### src/rtl/z_core_lsu_if.sv
// Request/response and AXI-Lite bundle for z_core_lsu.
// master = LSU side (drives AXI requests and core responses), slave = core + memory side.
interface z_core_lsu_if #(
  parameter int unsigned ADDR_WIDTH = 32
);
  logic                  req_valid;
  logic                  req_ready;
  logic                  req_we;
  logic [2:0]            req_size;
  logic [ADDR_WIDTH-1:0] req_addr;
  logic [31:0]           req_wdata;

  logic                  rsp_valid;
  logic [31:0]           rsp_rdata;
  logic                  rsp_err;

  logic [ADDR_WIDTH-1:0] m_axil_awaddr;
  logic                  m_axil_awvalid;
  logic                  m_axil_awready;
  logic [31:0]           m_axil_wdata;
  logic [3:0]            m_axil_wstrb;
  logic                  m_axil_wvalid;
  logic                  m_axil_wready;
  logic [1:0]            m_axil_bresp;
  logic                  m_axil_bvalid;
  logic                  m_axil_bready;
  logic [ADDR_WIDTH-1:0] m_axil_araddr;
  logic                  m_axil_arvalid;
  logic                  m_axil_arready;
  logic [31:0]           m_axil_rdata;
  logic [1:0]            m_axil_rresp;
  logic                  m_axil_rvalid;
  logic                  m_axil_rready;

  modport master (
    input  req_valid, req_we, req_size, req_addr, req_wdata,
    output req_ready, rsp_valid, rsp_rdata, rsp_err,
    output m_axil_awaddr, m_axil_awvalid, m_axil_wdata, m_axil_wstrb, m_axil_wvalid,
    output m_axil_bready, m_axil_araddr, m_axil_arvalid, m_axil_rready,
    input  m_axil_awready, m_axil_wready, m_axil_bresp, m_axil_bvalid,
    input  m_axil_arready, m_axil_rdata, m_axil_rresp, m_axil_rvalid
  );

  modport slave (
    output req_valid, req_we, req_size, req_addr, req_wdata,
    input  req_ready, rsp_valid, rsp_rdata, rsp_err,
    input  m_axil_awaddr, m_axil_awvalid, m_axil_wdata, m_axil_wstrb, m_axil_wvalid,
    input  m_axil_bready, m_axil_araddr, m_axil_arvalid, m_axil_rready,
    output m_axil_awready, m_axil_wready, m_axil_bresp, m_axil_bvalid,
    output m_axil_arready, m_axil_rdata, m_axil_rresp, m_axil_rvalid
  );
endinterface

### src/rtl/z_core_lsu.sv
// Single-outstanding RV32 load/store unit bridging core requests onto AXI-Lite.
// Optional LSU_MISALIGN_TRAP_EN: trap misaligned H/W accesses instead of ignoring low address bits.
module z_core_lsu #(
  parameter int unsigned ADDR_WIDTH = 32,
  parameter int unsigned TIMEOUT    = 255
) (
  input  logic         clk,
  input  logic         rstn,
  z_core_lsu_if.master bus
);

  localparam int unsigned CNT_W = (TIMEOUT < 2) ? 1 : $clog2(TIMEOUT + 1);

  localparam logic [2:0] S_IDLE  = 3'd0;
  localparam logic [2:0] S_WADDR = 3'd1;
  localparam logic [2:0] S_WRESP = 3'd2;
  localparam logic [2:0] S_RADDR = 3'd3;
  localparam logic [2:0] S_RDATA = 3'd4;
  localparam logic [2:0] S_DONE  = 3'd5;

  logic [2:0]            state_q, state_d;
  logic [2:0]            size_q, size_d;
  logic [1:0]            lane_q, lane_d;
  logic [ADDR_WIDTH-1:0] addr_q, addr_d;
  logic [31:0]           wdata_q, wdata_d;
  logic [3:0]            wstrb_q, wstrb_d;
  logic [CNT_W-1:0]      cnt_q, cnt_d;
  logic                  req_ready_q, req_ready_d;
  logic                  awvalid_q, awvalid_d;
  logic                  wvalid_q, wvalid_d;
  logic                  bready_q, bready_d;
  logic                  arvalid_q, arvalid_d;
  logic                  rready_q, rready_d;
  logic                  rsp_valid_q, rsp_valid_d;
  logic                  rsp_err_q, rsp_err_d;
  logic [31:0]           rsp_rdata_q, rsp_rdata_d;

  logic                  illegal_c, misalign_c, timeout_c;
  logic [3:0]            st_strb_c;
  logic [31:0]           st_data_c, load_c;
  logic [7:0]            byte_c;
  logic [15:0]           half_c;

  // Request decode: legality and store lane formatting.
  always_comb begin
    illegal_c  = (bus.req_size == 3'b011) || (bus.req_size[2:1] == 2'b11) ||
                 (bus.req_we && bus.req_size[2]);
    misalign_c = 1'b0;
`ifdef LSU_MISALIGN_TRAP_EN
    misalign_c = ((bus.req_size[1:0] == 2'b01) && bus.req_addr[0]) ||
                 ((bus.req_size[1:0] == 2'b10) && (bus.req_addr[1:0] != 2'b00));
`endif
    case (bus.req_size[1:0])
      2'b00: begin
        st_strb_c = 4'b0001 << bus.req_addr[1:0];
        st_data_c = {4{bus.req_wdata[7:0]}};
      end
      2'b01: begin
        st_strb_c = 4'b0011 << {bus.req_addr[1], 1'b0};
        st_data_c = {2{bus.req_wdata[15:0]}};
      end
      default: begin
        st_strb_c = 4'b1111;
        st_data_c = bus.req_wdata;
      end
    endcase
  end

  // Load lane extraction and sign/zero extension.
  always_comb begin
    case (lane_q)
      2'd0:    byte_c = bus.m_axil_rdata[7:0];
      2'd1:    byte_c = bus.m_axil_rdata[15:8];
      2'd2:    byte_c = bus.m_axil_rdata[23:16];
      default: byte_c = bus.m_axil_rdata[31:24];
    endcase
    half_c = lane_q[1] ? bus.m_axil_rdata[31:16] : bus.m_axil_rdata[15:0];
    case (size_q)
      3'b000:  load_c = {{24{byte_c[7]}}, byte_c};
      3'b100:  load_c = {24'h0, byte_c};
      3'b001:  load_c = {{16{half_c[15]}}, half_c};
      3'b101:  load_c = {16'h0, half_c};
      default: load_c = bus.m_axil_rdata;
    endcase
  end

  assign timeout_c = (TIMEOUT != 0) && (cnt_q == CNT_W'(TIMEOUT - 1));

  // Next state; handshake outputs are registered from the next state.
  always_comb begin
    state_d     = state_q;
    size_d      = size_q;
    lane_d      = lane_q;
    addr_d      = addr_q;
    wdata_d     = wdata_q;
    wstrb_d     = wstrb_q;
    cnt_d       = cnt_q;
    awvalid_d   = 1'b0;
    wvalid_d    = 1'b0;
    rsp_err_d   = 1'b0;
    rsp_rdata_d = 32'h0;

    case (state_q)
      S_IDLE: begin
        if (bus.req_valid && req_ready_q) begin
          size_d  = bus.req_size;
          lane_d  = bus.req_addr[1:0];
          addr_d  = {bus.req_addr[ADDR_WIDTH-1:2], 2'b00};
          wdata_d = st_data_c;
          wstrb_d = st_strb_c;
          if (illegal_c || misalign_c) begin
            state_d   = S_DONE;
            rsp_err_d = 1'b1;
          end else if (bus.req_we) begin
            state_d   = S_WADDR;
            awvalid_d = 1'b1;
            wvalid_d  = 1'b1;
          end else begin
            state_d = S_RADDR;
          end
        end
      end
      S_WADDR: begin
        awvalid_d = awvalid_q && !bus.m_axil_awready;
        wvalid_d  = wvalid_q && !bus.m_axil_wready;
        if (!awvalid_d && !wvalid_d) begin
          state_d = S_WRESP;
          cnt_d   = '0;
        end
      end
      S_WRESP: begin
        if (bus.m_axil_bvalid) begin
          state_d   = S_DONE;
          rsp_err_d = (bus.m_axil_bresp != 2'b00);
        end else if (timeout_c) begin
          state_d   = S_DONE;
          rsp_err_d = 1'b1;
        end else begin
          cnt_d = CNT_W'(cnt_q + 1'b1);
        end
      end
      S_RADDR: begin
        if (bus.m_axil_arready) begin
          state_d = S_RDATA;
          cnt_d   = '0;
        end
      end
      S_RDATA: begin
        if (bus.m_axil_rvalid) begin
          state_d = S_DONE;
          if (bus.m_axil_rresp != 2'b00) rsp_err_d = 1'b1;
          else                           rsp_rdata_d = load_c;
        end else if (timeout_c) begin
          state_d   = S_DONE;
          rsp_err_d = 1'b1;
        end else begin
          cnt_d = CNT_W'(cnt_q + 1'b1);
        end
      end
      S_DONE:  state_d = S_IDLE;
      default: state_d = S_IDLE;
    endcase

    req_ready_d = (state_d == S_IDLE);
    bready_d    = (state_d == S_WRESP);
    arvalid_d   = (state_d == S_RADDR);
    rready_d    = (state_d == S_RDATA);
    rsp_valid_d = (state_d == S_DONE);
  end

  always_ff @(posedge clk or negedge rstn) begin
    if (!rstn) begin
      state_q     <= S_IDLE;
      size_q      <= 3'b000;
      lane_q      <= 2'b00;
      addr_q      <= '0;
      wdata_q     <= 32'h0;
      wstrb_q     <= 4'h0;
      cnt_q       <= '0;
      req_ready_q <= 1'b1;
      awvalid_q   <= 1'b0;
      wvalid_q    <= 1'b0;
      bready_q    <= 1'b0;
      arvalid_q   <= 1'b0;
      rready_q    <= 1'b0;
      rsp_valid_q <= 1'b0;
      rsp_err_q   <= 1'b0;
      rsp_rdata_q <= 32'h0;
    end else begin
      state_q     <= state_d;
      size_q      <= size_d;
      lane_q      <= lane_d;
      addr_q      <= addr_d;
      wdata_q     <= wdata_d;
      wstrb_q     <= wstrb_d;
      cnt_q       <= cnt_d;
      req_ready_q <= req_ready_d;
      awvalid_q   <= awvalid_d;
      wvalid_q    <= wvalid_d;
      bready_q    <= bready_d;
      arvalid_q   <= arvalid_d;
      rready_q    <= rready_d;
      rsp_valid_q <= rsp_valid_d;
      rsp_err_q   <= rsp_err_d;
      rsp_rdata_q <= rsp_rdata_d;
    end
  end

  assign bus.req_ready      = req_ready_q;
  assign bus.rsp_valid      = rsp_valid_q;
  assign bus.rsp_err        = rsp_err_q;
  assign bus.rsp_rdata      = rsp_rdata_q;
  assign bus.m_axil_awaddr  = addr_q;
  assign bus.m_axil_awvalid = awvalid_q;
  assign bus.m_axil_wdata   = wdata_q;
  assign bus.m_axil_wstrb   = wstrb_q;
  assign bus.m_axil_wvalid  = wvalid_q;
  assign bus.m_axil_bready  = bready_q;
  assign bus.m_axil_araddr  = addr_q;
  assign bus.m_axil_arvalid = arvalid_q;
  assign bus.m_axil_rready  = rready_q;

endmodule

### src/flat_wrapper.sv
// flat-port wrapper written by rule: the top's interface ports become plain ports
module z_core_lsu_flat 
#(
  parameter int unsigned ADDR_WIDTH = 32,
  parameter int unsigned TIMEOUT    = 255
)
  (clk, rstn, bus_req_valid, bus_req_we, bus_req_size, bus_req_addr, bus_req_wdata, bus_req_ready, bus_rsp_valid, bus_rsp_rdata, bus_rsp_err, bus_m_axil_awaddr, bus_m_axil_awvalid, bus_m_axil_wdata, bus_m_axil_wstrb, bus_m_axil_wvalid, bus_m_axil_bready, bus_m_axil_araddr, bus_m_axil_arvalid, bus_m_axil_rready, bus_m_axil_awready, bus_m_axil_wready, bus_m_axil_bresp, bus_m_axil_bvalid, bus_m_axil_arready, bus_m_axil_rdata, bus_m_axil_rresp, bus_m_axil_rvalid);
  z_core_lsu_if #(.ADDR_WIDTH(ADDR_WIDTH)) bus_i ();
  input  logic clk;
  input  logic rstn;
  input wire logic [$bits(bus_i.req_valid)-1:0] bus_req_valid;
  input wire logic [$bits(bus_i.req_we)-1:0] bus_req_we;
  input wire logic [$bits(bus_i.req_size)-1:0] bus_req_size;
  input wire logic [$bits(bus_i.req_addr)-1:0] bus_req_addr;
  input wire logic [$bits(bus_i.req_wdata)-1:0] bus_req_wdata;
  output wire logic [$bits(bus_i.req_ready)-1:0] bus_req_ready;
  output wire logic [$bits(bus_i.rsp_valid)-1:0] bus_rsp_valid;
  output wire logic [$bits(bus_i.rsp_rdata)-1:0] bus_rsp_rdata;
  output wire logic [$bits(bus_i.rsp_err)-1:0] bus_rsp_err;
  output wire logic [$bits(bus_i.m_axil_awaddr)-1:0] bus_m_axil_awaddr;
  output wire logic [$bits(bus_i.m_axil_awvalid)-1:0] bus_m_axil_awvalid;
  output wire logic [$bits(bus_i.m_axil_wdata)-1:0] bus_m_axil_wdata;
  output wire logic [$bits(bus_i.m_axil_wstrb)-1:0] bus_m_axil_wstrb;
  output wire logic [$bits(bus_i.m_axil_wvalid)-1:0] bus_m_axil_wvalid;
  output wire logic [$bits(bus_i.m_axil_bready)-1:0] bus_m_axil_bready;
  output wire logic [$bits(bus_i.m_axil_araddr)-1:0] bus_m_axil_araddr;
  output wire logic [$bits(bus_i.m_axil_arvalid)-1:0] bus_m_axil_arvalid;
  output wire logic [$bits(bus_i.m_axil_rready)-1:0] bus_m_axil_rready;
  input wire logic [$bits(bus_i.m_axil_awready)-1:0] bus_m_axil_awready;
  input wire logic [$bits(bus_i.m_axil_wready)-1:0] bus_m_axil_wready;
  input wire logic [$bits(bus_i.m_axil_bresp)-1:0] bus_m_axil_bresp;
  input wire logic [$bits(bus_i.m_axil_bvalid)-1:0] bus_m_axil_bvalid;
  input wire logic [$bits(bus_i.m_axil_arready)-1:0] bus_m_axil_arready;
  input wire logic [$bits(bus_i.m_axil_rdata)-1:0] bus_m_axil_rdata;
  input wire logic [$bits(bus_i.m_axil_rresp)-1:0] bus_m_axil_rresp;
  input wire logic [$bits(bus_i.m_axil_rvalid)-1:0] bus_m_axil_rvalid;
  assign bus_i.req_valid = bus_req_valid;
  assign bus_i.req_we = bus_req_we;
  assign bus_i.req_size = bus_req_size;
  assign bus_i.req_addr = bus_req_addr;
  assign bus_i.req_wdata = bus_req_wdata;
  assign bus_req_ready = bus_i.req_ready;
  assign bus_rsp_valid = bus_i.rsp_valid;
  assign bus_rsp_rdata = bus_i.rsp_rdata;
  assign bus_rsp_err = bus_i.rsp_err;
  assign bus_m_axil_awaddr = bus_i.m_axil_awaddr;
  assign bus_m_axil_awvalid = bus_i.m_axil_awvalid;
  assign bus_m_axil_wdata = bus_i.m_axil_wdata;
  assign bus_m_axil_wstrb = bus_i.m_axil_wstrb;
  assign bus_m_axil_wvalid = bus_i.m_axil_wvalid;
  assign bus_m_axil_bready = bus_i.m_axil_bready;
  assign bus_m_axil_araddr = bus_i.m_axil_araddr;
  assign bus_m_axil_arvalid = bus_i.m_axil_arvalid;
  assign bus_m_axil_rready = bus_i.m_axil_rready;
  assign bus_i.m_axil_awready = bus_m_axil_awready;
  assign bus_i.m_axil_wready = bus_m_axil_wready;
  assign bus_i.m_axil_bresp = bus_m_axil_bresp;
  assign bus_i.m_axil_bvalid = bus_m_axil_bvalid;
  assign bus_i.m_axil_arready = bus_m_axil_arready;
  assign bus_i.m_axil_rdata = bus_m_axil_rdata;
  assign bus_i.m_axil_rresp = bus_m_axil_rresp;
  assign bus_i.m_axil_rvalid = bus_m_axil_rvalid;
  z_core_lsu #(.ADDR_WIDTH(ADDR_WIDTH), .TIMEOUT(TIMEOUT)) u_core (.clk(clk), .rstn(rstn), .bus(bus_i));
endmodule
### config.mk
export PLATFORM = sky130hd
export DESIGN_NAME = z_core_lsu_flat
export DESIGN_NICKNAME = d
export VERILOG_FILES = /design/src/rtl/z_core_lsu_if.sv /design/src/rtl/z_core_lsu.sv /design/src/flat_wrapper.sv
export SDC_FILE = /design/constraint.sdc
export NUM_CORES = 1
export LEC_CHECK = 0
export CAP_MARGIN = 15
export CORE_MARGIN = 2
export CORE_UTILIZATION = 46
export DETAILED_ROUTE_END_ITERATION = 8
export PLACE_DENSITY = 0.9
export SLEW_MARGIN = 15
export SYNTH_ARGS = -nofsm -noshare
export SYNTH_HDL_FRONTEND = slang
export SYNTH_SLANG_ARGS = --single-unit
### constraint.sdc
create_clock -name clk -period 2.7 [get_ports clk]
set_input_delay 0.405 -clock clk [delete_from_list [all_inputs] [get_ports clk]]
set_output_delay 0.405 -clock clk [all_outputs]
set_load 0.005 [all_outputs]
After elaboration in Yosys (flattened, before gate mapping)
Cells that the tools add are included.
{ "totals": {"regBits": 122, "latchBits": 0, "mem_bits_rw": 0, "rom_bits": 0, "in_bits": 112, "out_inout_bits": 140, "word_cells": 96, "n_memories": 0} }
{ "op_classes": {"add_sub_neg": 1, "mul": 0, "div_mod_pow": 0, "order_cmp": 0, "eq_ne": 21, "n_shift": 2, "muxes": 35, "bitwise_logic": 0, "n_reduce_logical": 21} }
{ "ops": {"columns": ["cell", "count"], "rows": [
  ["one-hot mux 32 bit (4 select lines)", 1],
  ["two-way mux 32 bit", 3],
  ["one-hot mux 32 bit (2 select lines)", 1],
  ["two-way mux 8 bit", 5],
  ["one-hot mux 8 bit (4 select lines)", 1],
  ["one-hot mux 8 bit (3 select lines)", 1],
  ["two-way mux 3 bit", 7],
  ["two-way mux 16 bit", 1],
  ["equality test 3 x 2 -> 1 bit (second input constant)", 5],
  ["equality test 3 bit (second input constant)", 5],
  ["one-hot mux 3 bit (5 select lines)", 1],
  ["zero test 3 bit", 3],
  ["two-way mux 1 bit", 9],
  ["adder 8 x 1 -> 8 bit (second input constant)", 1],
  ["equality test 8 bit (second input constant)", 1],
  ["one-hot mux 4 bit (2 select lines)", 1],
  ["equality test 3 x 1 -> 1 bit (second input constant)", 2],
  ["inequality test 2 bit (second input constant)", 3],
  ["logical AND 1 bit", 5],
  ["AND reduction 5 bit", 1],
  ["equality test 2 x 1 -> 1 bit (second input constant)", 2],
  ["equality test 2 bit (second input constant)", 2],
  ["zero test 1 bit", 4],
  ["zero test 2 bit", 2],
  ["other kinds (10)", 13]
]} }

Logic depth before layout (Yosys ltp)
{ "logic_depth": {"word_depth": 7, "depth_mapped": 7, "mapped_depth_nobuf": 7} }

Worst setup path before layout
Ideal clock, no wire load.
{ "synth_path": {"kind": "reg2reg", "start": "reg u_core.cnt_q[0]", "end": "reg u_core.rsp_valid_q, in the netlist u_core.bus.rsp_valid", "setup_time_ns": 0.119, "arrival_time_ns": 1.513, "t_required_ns": 2.581, "slack_ns": 1.068, "stages_incl_launch_ff": 8, "n_path_buf": 0, "period_less_slack_ns": 1.632, "cell_sequence": "dfrtp_1 > inv_1 > ha_1 > nand3_1 > nor2_1 > o21bai_1 > or3b_4 > and2_1"} }
{ "synth_via": {"elab_chain_len": 5, "elab_cells_between_ends": 6, "classes_between": "eq/ne: 2; mux: 4"} }
{ "synth_rtl": {"columns": ["element", "line", "source"], "rows": [
  ["start, declared", "z_core_lsu.sv:27", "logic [CNT_W-1:0] cnt_q, cnt_d;"],
  ["start signal, assigned", "z_core_lsu.sv:196", "cnt_q <= cnt_d;"],
  ["equality test 8 bit (*)", "z_core_lsu.sv:87", "assign timeout_c = (TIMEOUT != 0) && (cnt_q == CNT_W'(TIMEOUT - 1));"],
  ["two-way mux 3 bit (*)", "z_core_lsu.sv:135, z_core_lsu.sv:153", null],
  ["two-way mux 3 bit (on tied branches)", "z_core_lsu.sv:149, z_core_lsu.sv:132", null],
  ["one-hot mux 3 bit (5 select lines) (*)", "z_core_lsu.sv:103", "case (state_q)"],
  ["via u_core.state_d[2]", "z_core_lsu.sv:21", "logic [2:0] state_q, state_d;"],
  ["equality test 3 bit (*)", "z_core_lsu.sv:168", "rsp_valid_d = (state_d == S_DONE);"],
  ["via u_core.rsp_valid_d", "z_core_lsu.sv:34", "logic rsp_valid_q, rsp_valid_d;"],
  ["end signal, assigned", "z_core_lsu.sv:203", "rsp_valid_q <= rsp_valid_d;"],
  ["end, declared", "z_core_lsu.sv:34", null]
]} }
The timed path passes the listed nets; every way through them passes the cells marked *.
A chain may end at the register's enable or synchronous reset.

Worst setup path in the final report
{ "layout_path": {"start": "reg u_core.state_q[1]", "end": "reg u_core.wdata_q[22], in the netlist u_core.bus.m_axil_wdata[22]"} }
{ "layout_via": {"elab_chain_len": 2} }
{ "layout_rtl": {"columns": ["element", "line", "source"], "rows": [
  ["start, declared", "z_core_lsu.sv:21", null],
  ["start signal, assigned", "z_core_lsu.sv:190", "state_q <= state_d;"],
  ["zero test 3 bit", "z_core_lsu.sv:103", null],
  ["AND reduction 2 bit (no source line)", null, null],
  ["end signal, assigned", "z_core_lsu.sv:194", "wdata_q <= wdata_d;"],
  ["end, declared", "z_core_lsu.sv:25", "logic [31:0] wdata_q, wdata_d;"]
]} }
No other way between the ends.

==> run summary <==
• 436 — First DRT Iteration DRCs
• 0.00586 mm2 — cell area after synthesis
• 123 — pin count of the biggest net entering global routing
• 42.0% — GRT met2 Usage
• 0.00737 ns — Setup Skew
• 5336 — vias after detailed routing
• 1045 — fin cells
• 0 — Inserted Diodes
• 247 — # port buffers
• 1 — sum of buffers and inverters on the critical path
• 117 um — die width
• 25.0% — All-Layer GR Usage
• primary input to asynchronous set/reset pin — worst min path class
• 2.97 ns — required time of the critical path
• 0.76 ns — Critical Path Max Stage Delay
• 0 — antenna violations before repair
• 26.3 mm — global-route wire length before repair
• 0.643 ns — actual transition at the worst max-transition pin
• 2 — Max Buffers Root-to-Sink
• 1013 — number of instances in the placed design
• 472 uV — Peak VDD IR
• 100% — proportion of register bits with asynchronous set or reset after synthesis
• 30.7% — global routing met1 resource utilization
• 646 — cell count after synthesis
• 0.40 ns — source-to-sink clock delay at the later pin of the worst-skew pair
• 0 ns — TNS Setup
• 524 MHz — achievable clock frequency
• 1.91 ns — shortest clock period the worst path allows after layout
• 6.87% — fraction of layout instances using a drive strength above 1
• 973 — number of inserted filler cells in the final layout
• 4 — H-tree Lvls
• u_core.bus.m_axil_wdata[22] — reg-to-reg critical path endpoint
• 0 — Max Transition Viols Final
• 50.9% — area growth from synthesis to final layout
• 0 — Final Hold Fails
• 70.6% — final clock period utilization by the worst path
• u_core.state_q[1] — beginning of the worst register-to-register path
• 5143 — vias in the first global route
• 0 — count of flip-flops with a built-in enable after synthesis
• dfrtp_1 — most used flip-flop cell after synthesis
• 16.9 mm — Total Routed Length
• 12.2 mm — DPL Wire Length
• 122 — number of sinks on the clock net
• 0.06 ns — clock transition at the register clock pins on the worst setup and hold paths after CTS
• simple AND/OR/NAND/NOR gates — top cell family by delay on the critical path
• register to register — type of the worst setup path
• 0.0137 mm2 — Die ar.
• 252 — top-level I/O count
• 0 — hold buffer count at cts
• 41 — Core Rows
• 59 — largest driver fanout on the critical path
• 117 um — Chip Height
• 47 — number of library cell types mapped by synthesis
• 4 — length in cells of the worst reg-to-reg path
• 5.11 — via-per-instance ratio
• 0 — maximum capacitance violations
• 974 — Nets
• register — Worst Setup Start Kind
• 969 mW/mm2 — PwrDens
• 57.2% — worst max-slew margin expressed relative to the limit
• 16.1 um — WL per Instance
• 0 — buffers inserted during post-CTS setup optimization
• 122 — Seq cells post-synth
• 0 — total overflow reported by the global router
• clkdlybuf4s50_1 — most common library cell in the layout ignoring fill and taps
• or4_4 — critical path's slowest cell
• 0 — final count of negative-setup-slack endpoints
• complete, no violations — run status
• 6.95% — GR met3 Demand/Resource
• or4_4 > buf_12 > nand2_1 > o21ai_0 — CP Cell Sequence
• yes — TritonCTS clock tree
• 0 — antenna violation net count after detailed routing
• 5 — count of TritonRoute iterations in the first routing pass
• 46.8% — effective utilization at floorplan
• met2 — most heavily used metal layer in global routing
• 0 — drt drc
• 246 x clkdlybuf4s50_1, 171 x nand2_1, 121 x dfrtp_1 — most used cells in the layout excluding fill and tap cells
• 0.79 ns — minimum setup slack among reg-to-reg paths
• register — nature of the critical path endpoint
• 17 — total CTS buffers
• 2.18 ns — Critical Path AT
• 52.1% — Seq/Total Area, Yosys
• 0 — warnings from Yosys
• clkbuf_16 — clock root buffer
• no — unrepaired setup endpoints after global routing
• 0 — post_cts resized
• 0.0125 mm2 — area inside the core boundary
• 4.04 nW — leakage component of the power
• 0.854 — GPL Wtd Cong
• 9.07 um2 — synthesized area per cell
## per-stage QoR
step / instance area [um2] / power [W] / hold WS, ns / setup slack (ns) / utilization [%]
floorplan: 5870 / 0.00461 / 0.109 / 1.07 / -
global placement: 8270 / 0.00625 / 0.459 / 0.519 / 66.1
detailed placement: 8270 / 0.00640 / 0.464 / 0.437 / 66.1
CTS: 8850 / 0.00863 / 0.122 / 0.789 / 70.7
global route: 8850 / 0.00917 / 0.150 / 0.658 / 70.7
finish: 8850 / 0.00857 / 0.0938 / 0.793 / 70.7
## power by group
group	internal [W]	total, W	switching (W)
logic	0.00191	0.00346	0.00155
registers	0.00242	0.00291	0.000491
clock network	0.00143	0.00221	0.000777
total	0.00575	0.00857	0.00282
## worst register-to-register path, delay by kind of cell, from the launching register on
family | cells | cell delay [ns]
AOI/OAI and AO/OA | 1 | 0.09
DFF | 1 | 0.51
and+or+nand+nor | 2 | 0.88
buffers and inverters | 1 | 0.29
## layout make-up
type	instances	area, um2	area share [%]
well taps	172	215	2.43
repair buffers	260	2610	29.4
inverters	34	128	1.44
flip-flops and latches	122	3050	34.5
clock buffers	25	485	5.49
multi-input cells	425	2270	25.6
clock inverters	7	91.3	1.03
## kinds of logic (layout without fill, tap and decap cells)
logic type | count (synthesis) | in the layout | share of synthesized area [%]
AOI/OAI and AO/OA | 145 | 145 | 14.7
xor gates and xnor gates | 1 | 1 | 0.149
adders and majority gates | 2 | 2 | 0.427
buffers and inverters | 102 | 326 | 9.39
DFF | 122 | 122 | 52.1
muxes | 32 | 32 | 5.68
other | 1 | 4 | 0.0640
and+or+nand+nor | 241 | 241 | 17.4
## metal layers
layer,routed length [um],up-vias
met2,8500,277
met1,6650,2491
met4,372,0
li1,-,2538
met3,1360,30
met5,0,-
## cell usage after synthesis (2+ instances only)
library cell / n / share of area, %
and2_1: 3 / 0.32
o21bai_1: 2 / 0.26
nor2_1: 31 / 2.0
ha_1: 2 / 0.43
a21oi_2: 11 / 1.6
a31oi_1: 4 / 0.43
nor2b_1: 3 / 0.32
a21oi_1: 43 / 3.7
o21ai_0: 55 / 4.7
o31ai_1: 5 / 0.64
buf_2: 8 / 0.68
nand3_1: 8 / 0.68
nand3b_1: 2 / 0.26
dfrtp_1: 121 / 52
inv_1: 33 / 2.1
clkbuf_1: 19 / 1.2
nor3_1: 4 / 0.34
nand2b_1: 7 / 0.75
nand4_1: 2 / 0.21
nand2_1: 171 / 11
buf_4: 38 / 4.9
and3_1: 2 / 0.21
o22ai_1: 9 / 0.96
a221oi_1: 8 / 1.2
mux2i_1: 31 / 5.3
or3_1: 2 / 0.21
buf_6: 2 / 0.38
## worst max-delay path by stage
stage | from | endpoint | slack [ns] | cells past startpoint
4_1_cts | u_core.state_q[1] | u_core.bus.m_axil_wdata[22] | 0.79 | 4
3_3_place_gp | bus_req_valid | u_core.bus.m_axil_wdata[31] | 0.52 | 6
2_1_floorplan | u_core.cnt_q[0] | u_core.bus.rsp_valid | 1.07 | 7
3_5_place_dp | bus_req_valid | u_core.bus.m_axil_wdata[22] | 0.44 | 6
5_1_grt | u_core.lane_q[1] | u_core.bus.rsp_rdata[4] | 0.66 | 5
6_report | u_core.state_q[1] | u_core.bus.m_axil_wdata[22] | 0.79 | 4
## registers in the layout, summed over array words and instances, names as in the netlist
signal                     count
u_core.bus.m_axil_araddr      30
u_core.bus.m_axil_arvalid      1
u_core.bus.m_axil_awvalid      1
u_core.bus.m_axil_bready       1
u_core.bus.m_axil_rready       1
u_core.bus.m_axil_wdata       32
u_core.bus.m_axil_wstrb        4
u_core.bus.m_axil_wvalid       1
u_core.bus.req_ready           1
u_core.bus.rsp_err             1
u_core.bus.rsp_rdata          32
u_core.bus.rsp_valid           1
u_core.cnt_q                   8
u_core.lane_q                  2
u_core.size_q                  3
u_core.state_q                 3
No activity file was read; power rests on OpenSTA's default activity.
